## config.mk

```make
export PLATFORM = sky130hd
export DESIGN_NAME = mc_controller
export DESIGN_NICKNAME = d
export VERILOG_FILES = /design/src/rtl/mc_controller.sv
export SDC_FILE = /design/constraint.sdc
export NUM_CORES = 1
export LEC_CHECK = 0
export CORE_MARGIN = 3
export CORE_UTILIZATION = 49
export CTS_BUF_LIST = sky130_fd_sc_hd__clkbuf_2
export DETAILED_ROUTE_END_ITERATION = 12
export GPL_TIMING_DRIVEN = 0
export PLACE_DENSITY = 0.82
export SYNTH_ARGS = -nofsm -noshare
export SYNTH_HDL_FRONTEND = slang
export SYNTH_SLANG_ARGS = --single-unit
```

## constraint.sdc

```tcl
create_clock -name clk -period 2.15 [get_ports clk]
set_clock_uncertainty 0.2 [all_clocks]
set_input_delay 0.43 -clock clk [delete_from_list [all_inputs] [get_ports clk]]
set_output_delay 0.43 -clock clk [all_outputs]
set_load 0.01 [all_outputs]
```

## src/rtl/mc_controller.sv

```systemverilog
// Multicycle MIPS control FSM: one micro-step per clock, Moore-decoded datapath controls.
// pcen (branch & zero) and the R-type ALU function are the only combinational paths.
module mc_controller #(
    parameter int STATE_W = 4
) (
    input  logic               clk,
    input  logic               reset,
    input  logic [5:0]         op,
    input  logic [5:0]         funct,
    input  logic               zero,
    output logic               pcen,
    output logic               memwrite,
    output logic               irwrite,
    output logic               regwrite,
    output logic               iord,
    output logic               memtoreg,
    output logic               regdst,
    output logic               alusrca,
    output logic [1:0]         alusrcb,
    output logic [1:0]         pcsrc,
    output logic [2:0]         alucontrol,
    output logic               illegal_op,
    output logic [STATE_W-1:0] state
);

    typedef enum logic [STATE_W-1:0] {
        FETCH   = 0,
        DECODE  = 1,
        MEMADR  = 2,
        MEMRD   = 3,
        MEMWB   = 4,
        MEMWR   = 5,
        RTYPEEX = 6,
        RTYPEWB = 7,
        BEQEX   = 8,
        ADDIEX  = 9,
        IMMWB   = 10,
        JEX     = 11,
        ORIEX   = 12
    } state_t;

    typedef struct packed {
        logic       pcwrite;
        logic       branch;
        logic       memwrite;
        logic       irwrite;
        logic       regwrite;
        logic       iord;
        logic       memtoreg;
        logic       regdst;
        logic       alusrca;
        logic [1:0] alusrcb;
        logic [1:0] pcsrc;
        logic [2:0] aluctl;
    } ctrl_t;

    localparam logic [5:0] OP_RTYPE = 6'b000000;
    localparam logic [5:0] OP_LW    = 6'b100011;
    localparam logic [5:0] OP_SW    = 6'b101011;
    localparam logic [5:0] OP_BEQ   = 6'b000100;
    localparam logic [5:0] OP_ADDI  = 6'b001000;
    localparam logic [5:0] OP_ORI   = 6'b001101;
    localparam logic [5:0] OP_J     = 6'b000010;

    localparam logic [2:0] ALU_ADD = 3'b010;
    localparam logic [2:0] ALU_SUB = 3'b110;
    localparam logic [2:0] ALU_AND = 3'b000;
    localparam logic [2:0] ALU_OR  = 3'b001;
    localparam logic [2:0] ALU_SLT = 3'b111;

    state_t state_q;
    state_t state_d;
    ctrl_t  ctrl_q;

    function automatic logic funct_ok(input logic [5:0] f);
        case (f)
            6'b100000, 6'b100010, 6'b100100, 6'b100101, 6'b101010: funct_ok = 1'b1;
            default:                                               funct_ok = 1'b0;
        endcase
    endfunction

    function automatic logic [2:0] funct_alu(input logic [5:0] f);
        case (f)
            6'b100010: funct_alu = ALU_SUB;
            6'b100100: funct_alu = ALU_AND;
            6'b100101: funct_alu = ALU_OR;
            6'b101010: funct_alu = ALU_SLT;
            default:   funct_alu = ALU_ADD;
        endcase
    endfunction

    function automatic ctrl_t decode(input state_t s);
        ctrl_t c;
        c        = '0;
        c.aluctl = ALU_ADD;
        case (s)
            FETCH: begin
                c.alusrcb = 2'b01;
                c.irwrite = 1'b1;
                c.pcwrite = 1'b1;
            end
            DECODE:  c.alusrcb = 2'b11;
            MEMADR: begin
                c.alusrca = 1'b1;
                c.alusrcb = 2'b10;
            end
            MEMRD:   c.iord = 1'b1;
            MEMWB: begin
                c.memtoreg = 1'b1;
                c.regwrite = 1'b1;
            end
            MEMWR: begin
                c.iord     = 1'b1;
                c.memwrite = 1'b1;
            end
            RTYPEEX: c.alusrca = 1'b1;
            RTYPEWB: begin
                c.regdst   = 1'b1;
                c.regwrite = 1'b1;
            end
            BEQEX: begin
                c.alusrca = 1'b1;
                c.aluctl  = ALU_SUB;
                c.pcsrc   = 2'b01;
                c.branch  = 1'b1;
            end
            ADDIEX: begin
                c.alusrca = 1'b1;
                c.alusrcb = 2'b10;
            end
            ORIEX: begin
                c.alusrca = 1'b1;
                c.alusrcb = 2'b10;
                c.aluctl  = ALU_OR;
            end
            IMMWB:   c.regwrite = 1'b1;
            JEX: begin
                c.pcsrc   = 2'b10;
                c.pcwrite = 1'b1;
            end
            default: c.aluctl = ALU_ADD;
        endcase
        return c;
    endfunction

    always_comb begin
        state_d = FETCH;
        case (state_q)
            FETCH: state_d = DECODE;
            DECODE: begin
                case (op)
                    OP_LW, OP_SW: state_d = MEMADR;
                    OP_RTYPE:     state_d = funct_ok(funct) ? RTYPEEX : FETCH;
                    OP_BEQ:       state_d = BEQEX;
                    OP_ADDI:      state_d = ADDIEX;
                    OP_ORI:       state_d = ORIEX;
                    OP_J:         state_d = JEX;
                    default:      state_d = FETCH;
                endcase
            end
            MEMADR: begin
                if (op == OP_LW)      state_d = MEMRD;
                else if (op == OP_SW) state_d = MEMWR;
                else                  state_d = FETCH;
            end
            MEMRD:   state_d = MEMWB;
            RTYPEEX: state_d = RTYPEWB;
            ADDIEX:  state_d = IMMWB;
            ORIEX:   state_d = IMMWB;
            default: state_d = FETCH;
        endcase
    end

    // Controls are registered from the next state so they line up with state_q;
    // reset loads the FETCH pattern and the write enables are gated by reset below.
    always_ff @(posedge clk or posedge reset) begin
        if (reset) begin
            state_q <= FETCH;
            ctrl_q  <= decode(FETCH);
        end else begin
            state_q <= state_d;
            ctrl_q  <= decode(state_d);
        end
    end

    always_comb begin
        illegal_op = 1'b0;
        case (state_q)
            DECODE: begin
                case (op)
                    OP_LW, OP_SW, OP_BEQ, OP_ADDI, OP_ORI, OP_J: illegal_op = 1'b0;
                    OP_RTYPE: illegal_op = ~funct_ok(funct);
                    default:  illegal_op = 1'b1;
                endcase
            end
            FETCH, MEMADR, MEMRD, MEMWB, MEMWR, RTYPEEX, RTYPEWB,
            BEQEX, ADDIEX, IMMWB, JEX, ORIEX: illegal_op = 1'b0;
            default: illegal_op = 1'b1;
        endcase
    end

    assign pcen       = (ctrl_q.pcwrite | (ctrl_q.branch & zero)) & ~reset;
    assign memwrite   = ctrl_q.memwrite & ~reset;
    assign irwrite    = ctrl_q.irwrite & ~reset;
    assign regwrite   = ctrl_q.regwrite & ~reset;
    assign iord       = ctrl_q.iord;
    assign memtoreg   = ctrl_q.memtoreg;
    assign regdst     = ctrl_q.regdst;
    assign alusrca    = ctrl_q.alusrca;
    assign alusrcb    = ctrl_q.alusrcb;
    assign pcsrc      = ctrl_q.pcsrc;
    assign alucontrol = (state_q == RTYPEEX) ? funct_alu(funct) : ctrl_q.aluctl;
    assign state      = state_q;

endmodule

```

# Word level (Yosys, flattened, before mapping)
# Index checks and enable logic that the tools add are counted.
dict set report word_totals {
  mem_bits_rw 0
  regBits 20
  latch_bits 0
  elab_cells 93
  memories 0
  output_inout_bits 20
  rom_bits 0
}
dict set report classes {
  n_reduce_logical 13
  mux 24
  magnitude_cmp 0
  div_mod_pow 0
  shifts 0
  eq_ne 35
  addsub 0
  mul 0
  bitwise_logic 8
}
# operator count
set op_table {}
lappend op_table {{$pmux 4 s6} 2}
lappend op_table {{$eq 6x6->1 const B} 7}
lappend op_table {{$eq 4x4->1 const B} 10}
lappend op_table {{$eq 4x3->1 const B} 8}
lappend op_table {{$eq 4x2->1 const B} 4}
lappend op_table {{$eq 6x4->1 const B} 2}
lappend op_table {{$mux 1} 12}
lappend op_table {{$mux 3} 4}
lappend op_table {{$pmux 3 s4} 1}
lappend op_table {{$reduce_or 12->1} 1}
lappend op_table {{$reduce_or 5->1} 2}
lappend op_table {{$eq 4x1->1 const B} 2}
lappend op_table {{$logic_not 4->1} 2}
lappend op_table {{$reduce_or 2->1} 4}
lappend op_table {{$eq 6x2->1 const B} 1}
lappend op_table {{$eq 6x3->1 const B} 1}
lappend op_table {{$logic_not 6->1} 1}
lappend op_table {{$pmux 2 s3} 1}
lappend op_table {{$pmux 3 s2} 1}
lappend op_table {{$reduce_or 3->1} 2}
lappend op_table {{$reduce_or 6->1} 1}
lappend op_table {{$and 1x1->1} 5}
lappend op_table {{$pmux 1 s2} 2}
lappend op_table {{$pmux 2 s2} 1}
lappend op_table {{2 further kinds} 3}

# Depth between registers and ports, before layout
# Gate-level depths: netlist of run 1.
dict set report logic_depth {
  word_depth 11
  ltp_mapped 8
  ltp_nobuf 7
}

# Least setup slack after synthesis of run 1
# Ideal clock, no wire load.
dict set report synth_path {
  kind {input-to-reg}
  startpoint {input port op[2]}
  endpoint {register ctrl_q, in the netlist alusrcb[1]}
  setup_slack_ns -0.182
  stages 7
  path_buffers 1
  t_arrival_ns 1.999
  setup_time_ns 0.133
  cell_sequence {buf_6 > or3b_1 > or2_4 > or3_4 > a21oi_4 > or3_2 > o221ai_2}
}
dict set report synth_between {
  elab_chain_len 7
}
# item line_no
set synth_rtl {}
lappend synth_rtl {{start, declared} 8} ;# input logic [5:0] op,
lappend synth_rtl {{$eq 6x6->1, on equally long branches} {151, 162, 163}}
lappend synth_rtl {{$reduce_or 2->1 or $mux 3 (tied branches)} {151, 163}}
lappend synth_rtl {{$pmux 4 s6 or $mux 3 (tied branches)} {151, 162}}
lappend synth_rtl {{$pmux 4 s6 *} 148} ;# case (state_q)
lappend synth_rtl {{$eq 4x4->1 or $eq 4x2->1 (tied branches)} 96} ;# case (s)
lappend synth_rtl {{$reduce_or 3->1 (no line)} -}
lappend synth_rtl {{$pmux 2 s3 *} 96}
lappend synth_rtl {{end signal, assigned} 179} ;# ctrl_q <= decode(FETCH);
lappend synth_rtl {{end signal, assigned} 182} ;# ctrl_q <= decode(state_d);
lappend synth_rtl {{end, declared} 73} ;# ctrl_t ctrl_q;
# Mark *: on every way between the ends. The rest lies on a longest branch, timed or not.

# Worst setup path in the final report of run 1
dict set report layout_path {
  startpoint {register state_q[1] (netlist: state[1])}
  endpoint {output port alucontrol[0]}
}
dict set report layout_between {
  elab_chain_len 2
}
# item line_no
set layout_rtl {}
lappend layout_rtl {{start, declared} 71} ;# state_t state_q;
lappend layout_rtl {{start signal, assigned} 181} ;# state_q <= state_d;
lappend layout_rtl {{$eq 4x3->1} 212} ;# assign alucontrol = (state_q == RTYPEEX) ? funct_alu(funct) : ctrl_q.aluctl;
lappend layout_rtl {{$mux 3} 212}
lappend layout_rtl {{end, declared} 21} ;# output logic [2:0] alucontrol,
# Every way passes these cells.

==> reports/results.txt, run 1 <==
Status: complete, but fails checks
Failing checks: negative setup slack
Setup crit start kind: flop
Final setup fails: 9
Most common cell in the synthesized netlist: dfrtp_1
Post-synth design cell area: 1215 um^2
Via count: 1326
Die area: 3113 um^2
Main synth FF type: dfrtp_1
Non-filler instance count after layout: 219
CTS tree: yes
Hpwl dp: 2117 um
Final WL: 3942 um
CP bufs+invs: 3
Largest net degree at the start of global routing: 19
Final Max Slew Viols: 0
Fillcell total: 140
CP cell instances: buf_6 -> nor2b_4 -> nand3b_1 -> buf_6 -> o31ai_2 -> buf_2
CTS Hold Buffers Added: 0
DR pass1 iterations: 5
Fmax: 0.4338 GHz
Final period util: 107.2%
CP Max Fanout: 3
Slowest CP cell: dfrtp_1
Crit. End Element: output port
Met1 global-route usage: 29.72%
Clock sink total: 18
Initial core utilization: 53.38%
CTS Buf Count: 3
First-pass GRT wire length: 5630 um
Vias per std cell: 6.055
Place WS: -1.039 ns
Seq cells post-synth: 18
Total GRT Usage: 22.73%
FF-to-FF path depth: 8
GP Congestion: 0.9527
Core footprint: 2276 um^2
# diodes: 0
Power, Total: 1.398 mW
Hold crit path type: primary input to asynchronous set/reset pin
Post-Place Cells: 194
Met2 Use GR: 36.82%
Deepest clock path buffer count: 2
H-tree depth: 1
Die Y: 55.80 um
Clock transition at path regs: 0.19 ns
Synth Warn #: 0
Routed Antenna Nets: 0
Ranking of synthesized cells by area: dfrtp_1, dfstp_2, nor2b_1
Post-synth top cells: dfrtp_1, nor2_1, a21oi_1, nand2_1, nor2b_1
Final setup TNS: -0.7338 ns
Syn-to-layout area delta: 59.22%
Family with the most delay on the worst path: buffers and inverters
Initial antenna violation count: 0
Clk_lat worst skew: 0.31 ns
Final Hold Violating Endpoints: 0
Initial DRC Count: 47
Leak Pwr: 0.8858 nW
Post-synth EDFFs: 0
# nets final: 207
Distinct cells, synth: 53
Post-route cell area: 1934 um^2
FP Rows: 17
Final setup margin: -0.1551 ns
Placed inst area: 1585 um^2
Seq/Total Area, Yosys: 37.49%
Rel. slew slack: 53.99%
R2r setup slk: -0.08 ns
Cell Pwr Density: 722.6 nW/um^2
Busiest grt layer: met2
Fin Hold WS: 0.1944 ns
Ports: 35
Post-synth top area share: 28.84%
Cell mode on critical path: buf_6
Worst reg2reg endpoint: ctrl_q[15]$_DFF_PP1_
Routed length per instance: 18.00 um
Critical Path Stages: 6
Worst EP arrival: 1.68 ns
Clk root buf: clkbuf_2
Critical path class: flop to output port
Layout cells sized above 1: 47.64%
Syn Nets: 149
Worst r2r src: state[1]$_DFF_PP0_
Mapped Cells: 134
IO buf count: 32
Area leader, netlist: dfrtp_1
CP required: 1.52 ns
Async S/R FF share, synth: 100.0%
Worst-Margin Slew: 0.6894 ns
Max cap viols: 0
Unrepaired setup endpoints after global routing: yes
Overflow after GRT: 0
Util after Layout: 84.99%
Worst ir drop on vdd: 0.0006938 V
Worst path max stage delay: 0.45 ns
Met3 Track Usage GR: 5.104%
Mapped Avg Cell Area: 9.067 um^2
Tmin final: 2.305 ns
Die X: 55.80 um
DRC: 0
Vias in the first global route: 1218
==> cell families after synthesis <==
logic type                 count (synthesis)  synth area share [%]
muxes                                      1                0.9268
xor gates and xnor gates                   3                 2.163
DFF                                       18                 37.49
and+or+nand+nor                           64                 31.41
AOI/OAI and AO/OA                         30                 19.46
adders and majority gates                  1                0.8239
buffers and inverters                     17                 7.723
==> power breakdown <==
group          total (mW)  switching, mW  internal (mW)
registers           0.456         0.0344          0.422
logic               0.788          0.380          0.408
clock network       0.153          0.113         0.0405
==> cells in the final DEF, fill, tap and decap left out, drive strengths merged, types with 4 or more instances in the layout <==
master,count
dlygate4sd2,6
nor2,12
clkbuf,4
nor3,7
clkdlybuf4s50,12
dfstp,4
nand2b,4
inv,6
buf,40
nor2b,9
a21oi,11
or3,4
dfrtp,14
nand2,10
==> per-layer routing <==
layer / part of all wire (%) / vias to the layer above
met5: 0 / -
met4: 4.3 / 0
met3: 8.8 / 25
met2: 49 / 95
met1: 38 / 615
li1: - / 591
==> area by class of cell <==
cell class | count | area (um^2) | area share [%]
inverters | 6 | 22.52 | 1.164
well taps | 28 | 35.03 | 1.811
clock inverters | 1 | 3.754 | 0.1940
flip-flops and latches | 18 | 457.9 | 23.67
plain buffers | 10 | 97.59 | 5.045
clock buffers | 3 | 15.01 | 0.7762
repair buffers | 54 | 466.7 | 24.13
multi-input cells | 99 | 835.8 | 43.21
==> flip-flops by register name, indices dropped and copies added, names as in the netlist <==
register / count
ctrl_q: 7
state: 4
alusrcb: 2
alusrca: 1
iord: 1
memtoreg: 1
pcsrc: 1
regdst: 1
==> what timing repair did <==
| action | in CTS | in global routing |
|---|---|---|
| pin swaps | 14 | 3 |
| gates resized for setup | 83 | 22 |
| setup buffers | 17 | 6 |
| endpoints found under the setup margin | 20 | 15 |
==> how the worst max path moves through the flow <==
stage                       startpoint              endpoint  slack, ns
floorplan                        op[2]  alusrcb[1]$_DFF_PP0_      -0.11
global placement              funct[4]            illegal_op       -1.0
detailed placement            funct[4]            illegal_op      -1.04
CTS                 state[1]$_DFF_PP0_         alucontrol[0]      -0.08
global route        state[1]$_DFF_PP0_         alucontrol[0]      -0.23
finish              state[1]$_DFF_PP0_         alucontrol[0]      -0.16
Power figures use the tool's default switching activity.
==> inputs of run 2 (changes only) <==
- CORE_UTILIZATION: 49 -> 56
- DONT_BUFFER_PORTS: not set -> 1
- PLACE_DENSITY: 0.82 -> 0.71
- TNS_END_PERCENT: not set -> 30
- clock period: 2.15 -> 2.47 ns (I/O delays scaled with it)
==> run 2 against run 1 <==
Effect of this change: the run now ends clean; critical path type unchanged; routed wire length shrank 35%; core utilization down 17 points; largest power group is now sequential cells; critical path depth down 2; final area down 30%; worst setup slack improved by 0.22 ns; sequential power down 10%; via count down 26%; die area is 11% lower; largest cell class unchanged.
==> reports/results.txt, run 2 (synthesis gave the netlist of run 1 again) <==
CP cell instances: buf_6 -> nor2b_4 -> nand3b_1 -> mux2_4
Post-Place Cells: 161
FP Rows: 16
Syn-to-layout area delta: 11.64%
Internal: 0.5817 mW
Leak Pwr: 0.5667 nW
Largest net degree at the start of global routing: 19
Worst-Margin Slew: 0.6443 ns
IO buf count: 0
Initial antenna violation count: 0
Most common library cell in the layout ignoring fill and taps: nor2_1
Worst EP arrival: 1.71 ns
DR pass1 iterations: 4
Worst ir drop on vdd: 0.0005486 V
Worst Setup SP: state[1]$_DFF_PP0_
Post-route cell area: 1356 um^2
Most frequent cells in the layout: nor2_1, dfrtp_1, nand2_1, a21oi_1
Clock transition at path regs: 0.16 ns
Core footprint: 2002 um^2
CP Max Fanout: 6
Initial DRC Count: 40
Hpwl dp: 1828 um
Max cap viols: 0
Comb power frac: 41.7%
Vias in the first global route: 876
Vias per std cell: 5.799
First-pass GRT wire length: 3946 um
Power, Total: 0.9229 mW
Max reg flops: 7
Layout cells sized above 1: 28.87%
Placed inst area: 1249 um^2
CP endpoint: alucontrol[2]
Final setup fails: 0
Clk pwr share: 13.9%
Status: completed
CTS tree: yes
Routed length per instance: 15.14 um
Worst path max stage delay: 0.48 ns
Switch Pwr: 0.3412 mW
Final WL: 2558 um
Routed Antenna Nets: 0
Fin Hold WS: 0.2184 ns
CTS Buf Count: 3
Final setup TNS: 0 ns
Cell Pwr Density: 680.5 nW/um^2
H-tree depth: 1
Die area: 2764 um^2
Slowest CP cell: dfrtp_2
Proportion of power drawn by flip-flops and latches: 44.5%
Final Max Slew Viols: 0
Clk_lat worst skew: 0.31 ns
DRC: 0
Worst reg2reg endpoint: ctrl_q[2]$_DFF_PP0_
Clk root buf: clkbuf_2
Clock sink total: 18
Tmin final: 2.404 ns
Worst r2r src: state[2]$_DFF_PP0_
Setup crit start kind: flop
GP Congestion: 0.8292
Critical path class: flop to output port
CP required: 1.78 ns
Deepest clock path buffer count: 2
# diodes: 0
Crit. End Element: output port
Fmax: 0.4159 GHz
R2r setup slk: 0.14 ns
Initial core utilization: 60.69%
Ports: 35
Via count: 980
Hold crit path type: primary input to flop
Die Y: 52.58 um
Die X: 52.58 um
Util after Layout: 67.75%
Sw frac: 36.97%
# nets final: 158
Final period util: 97.34%
Total GRT Usage: 19.50%
Place WS: -0.1725 ns
FF-to-FF path depth: 6
Overflow after GRT: 0
Final setup margin: 0.06560 ns
Unrepaired setup endpoints after global routing: yes
Non-filler instance count after layout: 169
Rel. slew slack: 57.00%
Largest Register: ctrl_q
Final Hold Violating Endpoints: 0
## run 2: changes by cell type in the layout (fill, tap and decap cells not counted), moves of 3 or more
| cell | delta |
|---|---|
| nand2_1 | +3 |
| dlygate4sd2_1 | -6 |
| buf_6 | -6 |
| buf_2 | -4 |
| a211oi_1 | +3 |
| clkdlybuf4s50_1 | -12 |
| a211oi_2 | -3 |
| buf_4 | -15 |
## run 2: how the worst min path moves through the flow
stage               startpoint                  end  slack, ns  cells after the start
finish                   op[5]   state[2]$_DFF_PP0_       0.22                      2
global route             op[5]   state[2]$_DFF_PP0_       0.21                      2
CTS                      op[5]   state[2]$_DFF_PP0_       0.23                      2
detailed placement       reset   memtoreg$_DFF_PP0_       0.31                      1
global placement         reset  ctrl_q[2]$_DFF_PP0_       0.29                      1
floorplan                reset    alusrca$_DFF_PP0_       0.23                      1
## run 2: metal layers
metal,wire length (um),vias to the layer above,part of all wire (%),global-route usage [%]
li1,-,488,-,-
met1,1131,454,44,24.68
met2,1220,35,48,31.82
met3,192,3,7.5,7.123
met4,14,0,0.55,3.830
met5,0,-,0,0
## run 2: area by class of cell
class	instances	area, um^2
Multi-Input combinational cell	99	696.9
Fill cell	175	645.6
Sequential cell	18	459.2
Buffer	11	92.59
Tap cell	27	33.78
Timing Repair Buffer	4	32.53
Inverter	6	22.52
Clock buffer	3	15.01
Clock inverter	1	3.754
## run 2: repair_timing
action,in CTS,in global routing
gates resized for setup,8,15
hold endpoints to repair,14,0
buffers inserted,0,3
hold buffers,1,0
endpoints found under the setup margin,3,7
## run 2: power groups by stage
stage | clock (mW) | combinational (mW) | sequential, mW
after floorplan | 0 | 0.296 | 0.403
after global placement | 0 | 0.339 | 0.411
after detailed placement | 0 | 0.346 | 0.412
after CTS | 0.128 | 0.354 | 0.408
after global routing | 0.142 | 0.424 | 0.420
final | 0.128 | 0.385 | 0.410
## run 2: critical path: cells and delay by family (launching register included)
family                 cells  cell delay [ns]
DFF                        1             0.48
and+or+nand+nor            2             0.39
buffers and inverters      1             0.14
muxes                      1             0.39
